--- src/rtl/banner_pkg.sv ---
// ============================================================================
// Module   : banner_pkg
// Purpose  : Shared types and constants for the game-event banner sequencer,
//            glyph renderers and pixel mux.
// Revision : 1.0 - initial release
// ============================================================================
`default_nettype none

package banner_pkg;

   localparam int COORD_W      = 10;
   localparam int GLYPH_WIDTH  = 32;
   localparam int GLYPH_HEIGHT = 40;
   localparam int SCREEN_H     = 480;

   typedef enum logic [2:0] {
      ST_IDLE   = 3'd0,
      ST_REVEAL = 3'd1,
      ST_DROP   = 3'd2,
      ST_BLINK  = 3'd3,
      ST_HOLD   = 3'd4
   } banner_state_e;

endpackage

`default_nettype wire

--- src/rtl/banner_seq_ctrl_frame_div.sv ---
// ============================================================================
// Module   : frame_div
// Purpose  : Frame-tick divider; pulse marks every DIV-th tick while not cleared.
// Revision : 1.0 - initial release
// ============================================================================
`default_nettype none

module frame_div #(
   parameter int DIV = 2
) (
   input  logic clk,
   input  logic rst,
   input  logic clr,
   input  logic tick,
   output logic pulse
);

   localparam int            c_CNT_W = (DIV > 1) ? $clog2(DIV) : 1;
   localparam logic [c_CNT_W-1:0] c_LAST = c_CNT_W'(DIV - 1);

   logic [c_CNT_W-1:0] r_cnt;
   logic               w_at_last;

   assign w_at_last = (r_cnt == c_LAST);
   assign pulse     = tick & ~clr & w_at_last;

   always_ff @(posedge clk or posedge rst) begin
      if (rst) begin
         r_cnt <= '0;
      end else if (clr) begin
         r_cnt <= '0;
      end else if (tick) begin
         r_cnt <= w_at_last ? '0 : r_cnt + c_CNT_W'(1);
      end
   end

endmodule

`default_nettype wire

--- src/rtl/banner_seq_ctrl.sv ---
// ============================================================================
// Module   : banner_seq_ctrl
// Purpose  : Frame-synchronous reveal / drop / blink / hold sequencer for a
//            glyph banner. Macro BANNER_SEQ_BLINK_EN enables the blink phase.
// Revision : 1.0 - initial release
// ============================================================================
`default_nettype none

module banner_seq_ctrl
   import banner_pkg::*;
#(
   parameter int                 N_GLYPH   = 8,
   parameter int                 GLYPH_W   = GLYPH_WIDTH,
   parameter logic [COORD_W-1:0] X_POS     = 10'd128,
   parameter logic [COORD_W-1:0] Y_START   = 10'd0,
   parameter logic [COORD_W-1:0] Y_FINAL   = 10'd200,
   parameter int                 STEP      = 16,
   parameter int                 BLINK_DIV = 2,
   parameter int                 BLINK_CNT = 4
) (
   input  logic               clk,
   input  logic               rst,
   input  logic               frame_tick,
   input  logic               req,
   output logic [COORD_W-1:0] x0,
   output logic [COORD_W-1:0] y0,
   output logic [N_GLYPH-1:0] glyph_en,
   output logic               busy,
   output logic               done
);

   // Elaboration-time sanity checks on the configuration.
   generate
      if (N_GLYPH < 2) begin : g_chk_n_glyph
         $error("banner_seq_ctrl: N_GLYPH must be at least 2");
      end
      if (int'(X_POS) + N_GLYPH * GLYPH_W > (1 << COORD_W)) begin : g_chk_width
         $error("banner_seq_ctrl: banner does not fit in the x range");
      end
      if ((Y_FINAL < Y_START) || (int'(Y_FINAL) + GLYPH_HEIGHT > SCREEN_H)) begin : g_chk_rows
         $error("banner_seq_ctrl: bad Y_START/Y_FINAL");
      end
      if (STEP < 1) begin : g_chk_step
         $error("banner_seq_ctrl: STEP must be positive");
      end
      if ((BLINK_DIV < 1) || (BLINK_CNT < 2) || ((BLINK_CNT % 2) != 0)) begin : g_chk_blink
         $error("banner_seq_ctrl: BLINK_CNT must be even and BLINK_DIV positive");
      end
   endgenerate

   localparam logic [COORD_W:0] c_STEP    = (COORD_W + 1)'(STEP);
   localparam logic [COORD_W:0] c_Y_FINAL = {1'b0, Y_FINAL};
`ifdef BANNER_SEQ_BLINK_EN
   localparam banner_state_e    c_DROP_EXIT = ST_BLINK;
`else
   localparam banner_state_e    c_DROP_EXIT = ST_HOLD;
`endif

   banner_state_e      r_state, w_state_nxt;
   logic [N_GLYPH-1:0] r_glyph_en, w_glyph_nxt, w_glyph_shift;
   logic [COORD_W-1:0] r_y0, w_y0_nxt;
   logic [COORD_W:0]   w_sum;
   logic               r_busy, r_done;
   logic               w_active;

   // Sum carried one bit wider so the clamp never sees a wrapped value.
   assign w_sum         = {1'b0, r_y0} + c_STEP;
   assign w_glyph_shift = {r_glyph_en[N_GLYPH-2:0], 1'b1};
   assign w_active      = (r_state == ST_REVEAL) || (r_state == ST_DROP) ||
                          (r_state == ST_BLINK);

`ifdef BANNER_SEQ_BLINK_EN
   localparam int                 c_TOG_W    = $clog2(BLINK_CNT + 1);
   localparam logic [c_TOG_W-1:0] c_TOG_LAST = c_TOG_W'(BLINK_CNT);

   logic [c_TOG_W-1:0] r_tog_cnt, w_tog_nxt;
   logic               w_div_clr, w_div_tick, w_blink_pulse;

   // While req is low the divider is frozen along with everything else.
   assign w_div_clr  = (r_state != ST_BLINK);
   assign w_div_tick = frame_tick & req;

   frame_div #(
      .DIV (BLINK_DIV)
   ) u_frame_div (
      .clk   (clk),
      .rst   (rst),
      .clr   (w_div_clr),
      .tick  (w_div_tick),
      .pulse (w_blink_pulse)
   );

   always_ff @(posedge clk or posedge rst) begin
      if (rst) begin
         r_tog_cnt <= '0;
      end else begin
         r_tog_cnt <= w_tog_nxt;
      end
   end
`endif

   always_comb begin
      w_state_nxt = r_state;
      w_glyph_nxt = r_glyph_en;
      w_y0_nxt    = r_y0;
`ifdef BANNER_SEQ_BLINK_EN
      w_tog_nxt   = (r_state == ST_BLINK) ? r_tog_cnt : '0;
`endif
      case (r_state)
         ST_IDLE: begin
            w_glyph_nxt = '0;
            w_y0_nxt    = Y_START;
            if (req) begin
               w_state_nxt = ST_REVEAL;
            end
         end
         ST_REVEAL: begin
            if (frame_tick) begin
               w_glyph_nxt = w_glyph_shift;
               if (&w_glyph_shift) begin
                  w_state_nxt = ST_DROP;
               end
            end
         end
         ST_DROP: begin
            if (frame_tick) begin
               if (w_sum >= c_Y_FINAL) begin
                  w_y0_nxt    = Y_FINAL;
                  w_state_nxt = c_DROP_EXIT;
               end else begin
                  w_y0_nxt = w_sum[COORD_W-1:0];
               end
            end
         end
`ifdef BANNER_SEQ_BLINK_EN
         ST_BLINK: begin
            if (w_blink_pulse) begin
               w_glyph_nxt = ~r_glyph_en;
               w_tog_nxt   = r_tog_cnt + c_TOG_W'(1);
               if (w_tog_nxt == c_TOG_LAST) begin
                  w_glyph_nxt = '1;
                  w_state_nxt = ST_HOLD;
               end
            end
         end
`endif
         ST_HOLD: begin
            w_glyph_nxt = '1;
            w_y0_nxt    = Y_FINAL;
            if (!req) begin
               w_state_nxt = ST_IDLE;
               w_glyph_nxt = '0;
               w_y0_nxt    = Y_START;
            end
         end
         default: begin
            w_state_nxt = ST_IDLE;
            w_glyph_nxt = '0;
            w_y0_nxt    = Y_START;
         end
      endcase

      // Abort takes effect only on a frame boundary; until then nothing moves.
      if (w_active && frame_tick && !req) begin
         w_state_nxt = ST_IDLE;
         w_glyph_nxt = '0;
         w_y0_nxt    = Y_START;
      end
   end

   always_ff @(posedge clk or posedge rst) begin
      if (rst) begin
         r_state    <= ST_IDLE;
         r_glyph_en <= '0;
         r_y0       <= Y_START;
         r_busy     <= 1'b0;
         r_done     <= 1'b0;
      end else begin
         r_state    <= w_state_nxt;
         r_glyph_en <= w_glyph_nxt;
         r_y0       <= w_y0_nxt;
         r_busy     <= (w_state_nxt != ST_IDLE);
         r_done     <= (w_state_nxt == ST_HOLD);
      end
   end

   assign x0       = X_POS;
   assign y0       = r_y0;
   assign glyph_en = r_glyph_en;
   assign busy     = r_busy;
   assign done     = r_done;

endmodule

`default_nettype wire
--- config.mk ---
export PLATFORM = sky130hd
export DESIGN_NAME = banner_seq_ctrl
export DESIGN_NICKNAME = d
export VERILOG_FILES = /design/src/rtl/banner_pkg.sv /design/src/rtl/banner_seq_ctrl_frame_div.sv /design/src/rtl/banner_seq_ctrl.sv
export SDC_FILE = /design/constraint.sdc
export NUM_CORES = 1
export LEC_CHECK = 0
export ABC_AREA = 1
export CAP_MARGIN = 30
export CORE_MARGIN = 2
export CORE_UTILIZATION = 30
export CTS_CLUSTER_SIZE = 10
export DETAILED_ROUTE_END_ITERATION = 10
export GPL_TIMING_DRIVEN = 0
export PLACE_DENSITY_LB_ADDON = 0.3
export REMOVE_ABC_BUFFERS = 1
export SLEW_MARGIN = 20
export SYNTH_ARGS = -nofsm -noshare
export SYNTH_HDL_FRONTEND = slang
export SYNTH_SLANG_ARGS = --single-unit
--- constraint.sdc ---
create_clock -name clk -period 4.13 [get_ports clk]
set_input_delay 1.239 -clock clk [delete_from_list [all_inputs] [get_ports clk]]
set_output_delay 1.239 -clock clk [all_outputs]
set_load 0.01 [all_outputs]
Word level (Yosys, flattened, before mapping)

Index checks and enable logic that the tools add are counted.

Bits of input ports: 4
Register bits after elaboration: 23

Reduce and logical (&&, ||, !) cells: 10
Multiplexer cells: 17
$add $sub $neg: 1
$lt $le $gt $ge: 1
Eq/ne operators: 9

Operator list:

| kind                                                   | number |
|---|---|
| 2-to-1 mux 8 bit                                       | 4 |
| 2-to-1 mux 10 bit                                      | 3 |
| case mux 10 bit (3 select lines)                       | 1 |
| case mux 8 bit (3 select lines)                        | 1 |
| 2-to-1 mux 3 bit                                       | 7 |
| case mux 3 bit (4 select lines)                        | 1 |
| adder 10 x 5 -> 11 bit (second input constant)         | 1 |
| >= comparator 11 x 8 -> 1 bit (second input constant)  | 1 |
| AND reduction 7 bit                                    | 1 |
| == test 3 x 2 -> 1 bit (second input constant)         | 2 |
| == test 3 bit (second input constant)                  | 2 |
| inequality test 3 x 2 -> 1 bit (second input constant) | 2 |
| inequality test 2 x 1 -> 1 bit (second input constant) | 2 |
| AND reduction 2 bit                                    | 2 |
| == test 3 x 1 -> 1 bit (second input constant)         | 1 |
| zero test 3 bit                                        | 1 |
| nonzero test 3 bit                                     | 1 |
| logical AND 1 bit                                      | 2 |
| logical OR 1 bit                                       | 2 |
| zero test 1 bit                                        | 1 |

Depth between registers and ports, before layout

Gate-level depths: netlist of the first run.

Depth after elaboration: 7
Gate-level depth with buffers: 11
Gate-level depth less buffers: 11

Least setup slack after synthesis of the first run

No wires, ideal clock.

Path type: input to register
Start: in req
End: reg r_y0[7], in the netlist y0[7]
Path slack: 2.046 ns
Arrival time: 1.963 ns
Library setup time: 0.121 ns
Cell stages on the path: 9
Cells stage by stage: inv_1 nand2_1 nor2_1 nand2_1 buf_4 nand2_1 inv_1 nand2_1 o21ai_1

Longest elaborated chain between the ends: 4

Ends and longest elaborated chain:

| item                                                                                       | line                   | text |
|---|---|---|
| start: declaration                                                                         | banner_seq_ctrl.sv:24  | `input logic req,` |
| zero test 1 bit                                                                            | banner_seq_ctrl.sv:164 | `if (w_active && frame_tick && !req) begin` |
| logical AND 1 bit                                                                          | banner_seq_ctrl.sv:164 |  |
| inequality test 3 x 2 -> 1 bit (no line) or inequality test 2 x 1 -> 1 bit (tied branches) | --                     |  |
| AND reduction 2 bit (no line)                                                              | --                     |  |
| end signal: assignment                                                                     | banner_seq_ctrl.sv:181 | `r_y0 <= w_y0_nxt;` |
| end: declaration                                                                           | banner_seq_ctrl.sv:61  | `logic [COORD_W-1:0] r_y0, w_y0_nxt;` |

Several ways; a longest one is shown, not always the timed one.
A chain may end at the register's enable or synchronous reset.

Worst setup path after layout of the first run

Start: reg r_y0[6], in the netlist y0[6]
End: out y0[6]

RTL lines:

| item             | line                  | text |
|---|---|---|
| end: declaration | banner_seq_ctrl.sv:26 | `output logic [COORD_W-1:0] y0,` |

No word-level cell between the ends.

==> summary.txt, run 1 <==
Outcome
  • Outcome: finished clean

Clock network
  • Root Buffer: clkbuf_8
  • Clock buffer depth: 2
  • CTS clk-pin slew, worst paths: about 0.070 ns
  • Setup Fix Bufs, Post-CTS: 0
  • Post-CTS sizing: 0
  • # clock sinks: 20
  • Clock Latency Late Sink: 0.26 ns
  • CTS tree: built
  • Num CTS Buffers: 3
  • Cts hold-fix bufs: 0
  • CTS H-tree depth: 1

Floorplanning
  • DIE WIDTH: 70.7 um
  • Core region area: 0.00432 sq mm
  • Rows: 24
  • Die Footprint: ~0.005 sq mm
  • IO Pins: 34
  • Overall die height: between 70 and 80 um
  • Starting Density: 0.309

Detailed routing
  • Remaining DRCs: 0
  • Iteration-0 DRC Markers: 33
  • Antenna viol nets, final: 0
  • Total Routed Length: 2.51 mm
  • Via count: 1077
  • DR WL/cell: a little under 10 um
  • Routed vias/inst: 4.26
  • Pre-antenna DRT Iters: 4

Worst setup path
  • WS Path Type: reg -> out
  • CP required: a little under 3 ns
  • CP max FO: 8
  • Worst setup EP type: primary output
  • Slowest stage delay, CP: 0.60 ns
  • Startpoint Class: flop
  • Worst-path cell with the longest stage delay: clkdlybuf4s50_1
  • Crit path DAT: approximately 1.4 ns
  • Buf/Inv on CP: 1
  • CP Cell Sequence: clkdlybuf4s50_1
  • CP top delay family: buffers and inverters

Logic synthesis
  • Post-Syn Instances: between 150 and 200
  • Largest family of logic cells by synthesized area: simple AND/OR/NAND/NOR gates
  • Yosys top cell area share: 0.375
  • Post-synthesis mux area share: 0
  • Yosys warns: 0
  • Simple-gate portion of the synthesized area: 0.316
  • Sequential element share of the synthesized area: 0.375
  • #FFs+latches synth: 20
  • Post-synth top area cell: dfrtp_1
  • Main area contributors after synthesis: dfrtp_1 (37%), nand2_1 (11%), buf_4 (8.4%), inv_1 (7.9%), nand3_1 (4.9%)
  • Mean Syn Cell Area: about 7.3 sq um
  • Xor and xnor area share after synthesis: 0
  • Mapped cell area: 0.00134 sq mm
  • Synth Area in Adders: 0.0187
  • Compound-Gate Fraction of Synth Area: 0.0975
  • Cell variety after synth: 24

Timing
  • Final worst setup slack: around 1.5 ns
  • Pins Over Slew Limit: 0
  • Worst slew pin tran: slightly above 0.8 ns
  • Unrepaired setup endpoints after global routing: no
  • FMAX: slightly below 0.4 GHz
  • Period utilisation layout: 0.627
  • Final setup viols: 0
  • Max-slew headroom: 0.460
  • Clock Skew: between 0.004 and 0.005 ns
  • Fin crit period: roughly 2.6 ns
  • Fin. Hold Viols: 0
  • Fin Setup TNS: 0 ns

Worst hold path
  • Hold/Removal Path Class: reg -> reg

Placed design
  • Detail Placement HPWL: slightly below 2 mm
  • Worst slack, placed: 1.26 ns
  • Buffers on Ports: 20
  • Placer congestion estimate: slightly below 0.8

Final layout
  • Final Util: 0.364
  • Ant diodes: 0
  • FF/Latch Area: roughly 500 sq um
  • # fillers: just under 500
  • Layout cells sized above 1: 0.144
  • P&R area growth vs syn: 17.8%
  • Footprint of the multi-input gates: about 630 sq um
  • Layout Nets: 208

GRT
  • Largest net degree at the start of global routing: 21
  • GRT overflow: 0
  • First-pass GRT wire length: roughly 4.6 mm
  • GRT Util Overall: 0.114
  • Vias in the first global route: around 1000
  • Initial antenna violation count: 0

Power
  • Cell Pwr Density: 373 mW/mm^2
  • Peak supply drop: between 0.2 and 0.25 mV
  • Pleak: 0.000787 uW

Run
  • Max-Cap Viols: 0
[synth_stat cells]
cell type and number:
a21oi_1 2, a31oi_1 1, buf_4 15, buf_6 1, conb_1 2, dfrtp_1 20, ha_1 2, inv_1 28
inv_2 4, inv_4 1, nand2_1 40, nand2_2 8, nand3_1 13, nand3_2 4, nand4_1 1, nand4_2 1
nor2_1 11, nor2_2 3, nor2_4 2, nor3_1 3, o21ai_0 9, o21ai_1 9, o21bai_2 1, o22ai_2 1
[final timing paths]
kind	from	end	slack (ns)	depth (start not counted)
max	y0[6]	y0[6]	1.54	1
min	glyph_en[7]	glyph_en[7]	0.49	2
max reg2reg	y0[4]	busy	2.46	9
min reg2reg	glyph_en[7]	glyph_en[7]	0.49	2
max in group asynchronous	rst	done	2.19	2
min in group asynchronous	rst	y0[9]	1.43	2
[metal layers]
metal | wire length (um) | vias up | GRT usage
met5 | 0 | - | 0
met4 | 19 | 0 | 0.0314
met3 | 137 | 2 | 0.0299
met2 | 1130 | 30 | 0.184
met1 | 1220 | 470 | 0.150
li1 | - | 575 | -
[logic make-up (layout without fill, tap and decap cells)]
logic type      after synthesis  in the layout
other cells                   2             13
buf+inv                      49             57
flops                        20             20
fa+ha+maj                     2              2
simple gates                 86             86
compound gates               23             23
[flip-flops by register name (all words and copies together) (netlist names)]
| register | cells |
|---|---|
| glyph_en | 8 |
| r_state | 3 |
| busy | 1 |
| done | 1 |
| y0 | 7 |
[final cells by class]
type / count / area share
well taps: 52 / 0.0414
clock buffers: 4 / 0.0350
multi-input cells: 124 / 0.398
repair buffers: 20 / 0.127
inverters: 33 / 0.0803
flip-flops and latches: 20 / 0.318
[worst reg2reg max path: stages (launching register included)]
cell	delay, ns
dfrtp_1	0.46
ha_1	0.34
nor3_1	0.23
nor2_2	0.06
nand2_2	0.09
nand3_2	0.08
nand2_2	0.07
nand2_2	0.05
nand2_2	0.11
nand3_1	0.08
[cells in the final DEF (no fill, tap or decap)]
| cell type | n |
|---|---|
| nor3_1 | 3 |
| nand2_2 | 8 |
| a21oi_1 | 2 |
| nand2_1 | 40 |
| o21bai_2 | 1 |
| nand4_1 | 1 |
| clkbuf_8 | 4 |
| dfrtp_1 | 20 |
| o21ai_1 | 9 |
| conb_1 | 13 |
| a31oi_1 | 1 |
| o22ai_2 | 1 |
| ha_1 | 2 |
| nand3_1 | 13 |
| nor2_2 | 3 |
| inv_4 | 1 |
| o21ai_0 | 9 |
| clkdlybuf4s50_1 | 20 |
| nor2_1 | 11 |
| nand3_2 | 4 |
| inv_1 | 28 |
| nand4_2 | 1 |
| nor2_4 | 2 |
| inv_2 | 4 |
[through the flow]
stage | instances | cell area [sq um] | hold slack (ns) | power (uW)
after floorplan | 177 | 1250 | 0.516 | 370
after global placement | 249 | 1520 | 0.481 | 446
after detailed placement | 249 | 1520 | 0.469 | 446
after CTS | 253 | 1570 | 0.492 | 598
after global routing | 253 | 1570 | 0.521 | 639
final | 253 | 1570 | 0.489 | 587
[power by group]
part           total (uW)  leakage (uW)  internal (uW)  switching [uW]
registers             241      0.000270            223            17.9
clock network         148     0.0000288           84.8            62.8
logic                 198      0.000488           78.1             120
Power figures use the tool's default switching activity.
==> run 2: changes to the inputs <==
clock period = 2.6 ns   (was 4.13 ns; I/O delays follow)
==> results of run 2 <==
Same layout as run 1 (identical final DEF). Status: finished clean.
Among the figures that moved: setup slack after placement 1.26 ns -> 0.187 ns; setup slack after layout 1.54 ns -> 0.469 ns; register-to-register setup slack 2.46 ns -> 0.93 ns; total power 587 uW -> 932 uW; worst IR drop on VDD 0.206 mV -> 0.327 mV
